$ cat src/rtl/register_file_pkg.sv
// Shared sizes and types for the WISC register file.
// Holds the data/index widths and the entry count derived from them.
package register_file_pkg;

    localparam int DATA_W   = 16;
    localparam int ADDR_W   = 4;
    localparam int NUM_REGS = 2 ** ADDR_W;

    typedef logic [DATA_W-1:0] reg_data_t;
    typedef logic [ADDR_W-1:0] reg_idx_t;

endpackage

$ cat src/rtl/register_file_reg.sv
// One register-file entry: DATA_W flop, async active-low clear, write enable.
// Ports: i_clk, i_rst_n, i_we, i_d -> o_q (stored value).
import register_file_pkg::*;

module register_file_reg (
    input  logic      i_clk,
    input  logic      i_rst_n,
    input  logic      i_we,
    input  reg_data_t i_d,
    output reg_data_t o_q
);

    reg_data_t r_q;

    always_ff @(posedge i_clk or negedge i_rst_n) begin
        if (!i_rst_n) begin
            r_q <= '0;
        end else if (i_we) begin
            r_q <= i_d;
        end
    end

    assign o_q = r_q;

endmodule

$ cat src/rtl/register_file.sv
// 16x16 register file: two combinational read ports, one clocked write port,
// R0 hard-wired to zero.
// Ports: clk, rst (async, active-low), SrcReg1/SrcReg2 -> SrcData1/SrcData2,
//        DstReg/DstData/WriteReg write port.
// Build option: define RF_BYPASS_EN to forward same-cycle write data to
// a read port addressing the register being written.
import register_file_pkg::*;

module register_file (
    input  logic      clk,
    input  logic      rst,
    input  reg_idx_t  SrcReg1,
    input  reg_idx_t  SrcReg2,
    input  reg_idx_t  DstReg,
    input  logic      WriteReg,
    input  reg_data_t DstData,
    output reg_data_t SrcData1,
    output reg_data_t SrcData2
);

    reg_data_t w_regs [NUM_REGS];
    reg_data_t w_rd1;
    reg_data_t w_rd2;

    // R0 is a constant, never stored.
    assign w_regs[0] = '0;

    genvar i;
    generate
        for (i = 1; i < NUM_REGS; i++) begin : g_reg
            logic w_we;

            // One-hot write select; index 0 never matches here.
            assign w_we = WriteReg && (DstReg == reg_idx_t'(i));

            register_file_reg u_reg (
                .i_clk   (clk),
                .i_rst_n (rst),
                .i_we    (w_we),
                .i_d     (DstData),
                .o_q     (w_regs[i])
            );
        end
    endgenerate

    assign w_rd1 = w_regs[SrcReg1];
    assign w_rd2 = w_regs[SrcReg2];

`ifdef RF_BYPASS_EN
    logic w_byp_en;

    // Forward only writes that will actually land.
    assign w_byp_en = WriteReg && rst && (DstReg != '0);

    assign SrcData1 = (w_byp_en && SrcReg1 == DstReg) ? DstData : w_rd1;
    assign SrcData2 = (w_byp_en && SrcReg2 == DstReg) ? DstData : w_rd2;
`else
    assign SrcData1 = w_rd1;
    assign SrcData2 = w_rd2;
`endif

endmodule

$ cat config.mk
export PLATFORM = sky130hd
export DESIGN_NAME = register_file
export DESIGN_NICKNAME = d
export VERILOG_FILES = /design/src/rtl/register_file_pkg.sv /design/src/rtl/register_file_reg.sv /design/src/rtl/register_file.sv
export SDC_FILE = /design/constraint.sdc
export NUM_CORES = 1
export LEC_CHECK = 0
export BUFFER_PORTS_ARGS = -buffer_cell sky130_fd_sc_hd__buf_2
export CAP_MARGIN = 20
export CORE_ASPECT_RATIO = 0.6
export CORE_MARGIN = 2
export CORE_UTILIZATION = 56
export CTS_CLUSTER_DIAMETER = 200
export CTS_CLUSTER_SIZE = 40
export DETAILED_ROUTE_END_ITERATION = 8
export GPL_TIMING_DRIVEN = 0
export PLACE_DENSITY = 0.82
export SYNTH_ARGS = -nofsm -noshare
export SYNTH_HDL_FRONTEND = slang
export SYNTH_SLANG_ARGS = --single-unit
$ cat constraint.sdc
create_clock -name clk -period 1.74 [get_ports clk]
set_input_delay 0.174 -clock clk [delete_from_list [all_inputs] [get_ports clk]]
set_output_delay 0.174 -clock clk [all_outputs]
set_load 0.03 [all_outputs]
=== Word level (Yosys, flattened, before mapping) ===
Cells that the tools add are included.

* Order comparisons: 2
* Equality and inequality tests: 15
* Mux-type cells: 6
* Bitwise gates (word level): 2
* Reduce and logical (&&, ||, !) cells: 15

{| class="wikitable"
|+ Operators with widths
! cell !! number
|-
| 16-bit binary-select mux with 4-bit select || 2
|-
| 16-bit two-way mux || 4
|-
| 4-bit == test, second input constant || 8
|-
| 4-bit by 3-bit == test with 1-bit output, second input constant || 4
|-
| 1-bit logical AND || 15
|-
| 5-bit >= comparator, second input constant || 2
|-
| 4-bit inverter with 5-bit output || 2
|-
| 4-bit by 2-bit == test with 1-bit output, second input constant || 2
|-
| 4-bit by 1-bit == test with 1-bit output, second input constant || 1
|}

* Bits in registers: 240
* Output and inout bits: 32

=== Longest topological paths before layout ===
* Depth in word-level cells: 4
* Depth in mapped cells: 7
* Depth with buffers taken out: 4

=== Cells and area by module ===
Synthesis repeated with hierarchy kept, for this count alone.

* Cell total of the unflattened synthesis: 852
* Area total of the unflattened synthesis: 13887.1 um^2

{| class="wikitable"
|+ By module, submodules not included
! module !! instances !! cells each !! area an instance (um^2) !! seq. area each (um^2)
|-
| register_file_reg || 15 || 34 || 649.4 || 400.4
|-
| register_file || 1 || 342 || 4146.5 || 0.0
|}

=== Worst setup path before layout ===
OpenSTA, ideal clock, no wires.

* Path kind: input to output
* Start point: input port SrcReg2[0]
* End point: output port SrcData2[10]
* Arrival time: 1638 ps
* Data required time: 1566 ps
* Path slack: -72 ps
* Cell stages on the path: 6
* Buffers on the path: 3
* Cell sequence: buf_6 -> buf_2 -> buf_2 -> a221oi_1 -> o22a_1 -> a31oi_1

* Word-level cells in the longest chain between the ends: 4

{| class="wikitable"
|+ RTL lines
! item !! RTL line !! source
|-
| from (decl) || register_file.sv:13 || <nowiki>input reg_idx_t SrcReg2,</nowiki>
|-
| 4-bit inverter with 5-bit output (not written as such) || register_file.sv:47 || <nowiki>assign w_rd2 = w_regs[SrcReg2];</nowiki>
|-
| 16-bit binary-select mux with 4-bit select || register_file.sv:47 ||
|-
| 16-bit two-way mux (not written as such) (2 in series) || register_file.sv:47 ||
|-
| to (decl) || register_file.sv:18 || <nowiki>output reg_data_t SrcData2</nowiki>
|}

No other way between the ends. The select of a mux whose other input is x is not followed.

=== Worst setup path in the final report ===
* Start point: register g_reg[15].u_reg.r_q[4]
* End point: output port SrcData1[4]

* Word-level cells in the longest chain between the ends: 3

{| class="wikitable"
|+ RTL lines
! item !! RTL line !! source
|-
| from (decl) || register_file_reg.sv:13 || <nowiki>reg_data_t r_q;</nowiki>
|-
| from (signal assigned) || register_file_reg.sv:19 || <nowiki>r_q <= i_d;</nowiki>
|-
| 16-bit binary-select mux with 4-bit select || register_file.sv:46 || <nowiki>assign w_rd1 = w_regs[SrcReg1];</nowiki>
|-
| 16-bit two-way mux (not written as such) (2 in series) || register_file.sv:46 ||
|-
| to (decl) || register_file.sv:17 || <nowiki>output reg_data_t SrcData1,</nowiki>
|}

No other way between the ends. The select of a mux whose other input is x is not followed.

==> results.py <==
metrics = {
    "run_status": {
        "status": "finished, violations left",
        "violations": "setup timing",
    },
    "route": {
        "wirelength_mm": 40.44,
        "via_per_inst": 6.995,
        "ant_nets": 0,
        "dr.pass1.iters": 5,
        "via_count": 9121,
        "wire_per_inst_um": 31.01,
        "first_iter_violations": 977,
        "drc_errors": 0,
    },
    "cells_and_area": {
        "num_antenna_cells": 0,
        "largest_register_ff_count": 240,
        "fill_cells": 1612,
        "fin_area_um2": 15090,
        "nets": 1022,
        "syn2layout_area_growth_pct": 15.95,
        "fin_cells": 1304,
        "layout-drive-gt1-share": 0.5956,
    },
    "worst_setup_path": {
        "worstPathArrival_ps": 2140,
        "worstPathRequired_ps": 1570,
        "crit_path_max_fanout": 3,
        "startpoint_type": "flip-flop",
        "path_class": "flip-flop to output port",
        "crit_path_end_kind": "output port",
    },
    "floorplanning": {
        "rows": 43,
        "coreArea_um2": 22970,
        "io_pins": 63,
        "die_h_um": 122.1,
        "dieArea_um2": 24520,
        "die_x_um": 200.8,
        "initial_core_util": 0.5665,
    },
    "sta": {
        "relSlewSlack": 0.3915,
        "fmax_mhz": 432.3,
        "timing.hold.ws_ps": 7.869,
        "drv_slew": 0,
        "tightest_slew_ps": 909.4,
        "rsz0062_at_grt": "yes",
        "fin_crit_ps": 2313,
        "finalCritPeriodShare": 1.329,
        "skew_ps": 0,
        "setup_viol_count_final": 42,
        "hold_viol_final": 0,
        "fin_ws_ps": -573.0,
    },
    "grt": {
        "grt_pass1_wl_mm": 59.57,
        "antenna_found_initial": 0,
        "grt_overflow": 0,
        "track_usage": 0.3352,
        "grt_max_degree": 99,
        "grt_pass1_vias": 9169,
    },
    "clock_tree": {
        "insertion_delay_ps": 480,
        "cts.sinks": 240,
        "cts_buffers": 9,
        "cts.clk_slew.worst_paths_ps": 140,
        "htree_levels": 1,
        "cts-root-buf": "clkbuf_16",
        "clock_path_buffers": 3,
        "cts_tree": "yes",
    },
    "placement": {
        "dp_cells": 1238,
        "placed_area_um2": 13900,
        "place_hpwl_mm": 26.85,
        "io_buffers": 58,
        "preCtsSetupSlack_ps": -973.5,
        "gp_congestion": 0.8919,
    },
    "pwr": {
        "power_density_nw_per_um2": 1077,
        "power.static_leakage_nw": 6.350,
        "peakVddDrop_mv": 0.6502,
        "total_power_w": 0.01625,
    },
    "synthesis": {
        "synth_top_family_by_area": "multiplexers",
        "yosysUniqueCellTypes": 30,
        "seq_area_frac_synth": 0.4614,
        "yosysWarnings": 0,
        "post_synth.cell_area_avg_um2": 15.08,
        "muxShareOfSynthArea": 0.4341,
        "synth_nets": 894,
        "ys.flop_type": "dfrtp_1",
        "synth_xor_area_frac": 0,
        "ys_top_cells_by_area": "dfrtp_1 (46%), mux2_2 (24%), mux4_2 (13%)",
        "synth_edf_count": 0,
        "synth_top_area_frac": 0.4614,
        "synth_area_um2": 13010,
        "async_reset_ff_frac": 1.000,
        "synth_simple_gate_area_share": 0.01855,
        "synth_most_common_cell": "mux2_2",
        "synth-adder-area-share": 0,
        "synthCells": 863,
        "synth_compound_area_frac": 0.05018,
        "synth_commonest_cells": "mux2_2 (283), dfrtp_1 (240), mux4_2 (73)",
        "synth_area_leader_cell": "dfrtp_1",
        "synth-seq-cells": 240,
    },
    "run": {
        "drv_cap": 0,
    },
    "hold_path": {
        "hp-class": "input pin to flip-flop",
    },
}
-- path summary, 6_finish.rpt --
check	startpoint	endpoint	slack, ps	cells past startpoint
worst max-delay path	g_reg[15].u_reg.o_q[4]$_DFFE_PN0P_	SrcData1[4]	-570	3
worst min-delay path	DstData[7]	g_reg[14].u_reg.o_q[7]$_DFFE_PN0P_	8	2
worst max register to register	g_reg[9].u_reg.o_q[14]$_DFFE_PN0P_	g_reg[9].u_reg.o_q[14]$_DFFE_PN0P_	700	3
worst min register to register	g_reg[4].u_reg.o_q[8]$_DFFE_PN0P_	g_reg[4].u_reg.o_q[8]$_DFFE_PN0P_	530	1
max in group asynchronous	rst	g_reg[10].u_reg.o_q[3]$_DFFE_PN0P_	250	4
min in group asynchronous	rst	g_reg[4].u_reg.o_q[14]$_DFFE_PN0P_	150	2
-- worst max-delay path, cell delays in order, from the launching register on --
cell	delay, ps
dfrtp_1	420
mux4_2	510
mux4_2	550
buf_6	170
-- cells in the final DEF (no fill, tap or decap), drive strengths merged, types with 7 or more instances in the layout --
cell type and count:
a221oi 16, mux2i 12, dlygate4sd3 9, a31oi 8
nor2 20, mux2 296, nand2 8, nand3 7
dfrtp 240, clkbuf 43, buf 156, o221ai 12
mux4 94, a22o 16, o22a 8, inv 9
-- stage by stage --
stage / util / setup TNS (ps)
finish: 0.6569 / -15560
global route: 0.6569 / -16310
CTS: 0.6488 / -14510
detailed placement: 0.6049 / -64710
global placement: 0.6021 / -965860
floorplan: - / -75.17
-- cell type report --
type / instances / area, µm² / share of cell area
sequential: 240 / 6006 / 0.3980
clock buffer: 9 / 225.2 / 0.01492
multi-input combinational: 532 / 6860 / 0.4546
tap: 315 / 394.1 / 0.02612
buffer: 82 / 561.8 / 0.03723
timing repair buffer: 117 / 1010 / 0.06691
inverter: 9 / 33.78 / 0.002239
-- routing by layer --
layer | vias up | part of all wire | GRT usage
met4 | 0 | 0.030 | 0.09306
met1 | 4787 | 0.41 | 0.4719
met5 | - | 0 | 0
li1 | 3608 | - | -
met3 | 94 | 0.13 | 0.1281
met2 | 632 | 0.43 | 0.4905
-- cells by family (layout without fill, tap and decap cells) --
family / Yosys count / count (layout)
AND/OR/NAND/NOR: 50 / 50
flip-flops: 240 / 240
AO/OA/AOI/OAI: 80 / 80
buffers and inverters: 91 / 217
multiplexers: 402 / 402
-- report_power, final --
| part | total (W) | switching, W | internal [W] |
|---|---|---|---|
| Clock | 0.00266 | 0.00171 | 0.000946 |
| Sequential | 0.00787 | 0.00100 | 0.00687 |
| Combinational | 0.00572 | 0.00249 | 0.00323 |
-- timing repair --
action | 4_1_cts | 5_1_grt
buffers inserted | 42 | 7
setup endpoints to repair | 32 | 51
endpoints found under the hold margin | 81 | 4
hold buffers | 8 | 1
resized for setup | 135 | 31
pin swaps | 17 | 8
Power figures use the tool's default switching activity.
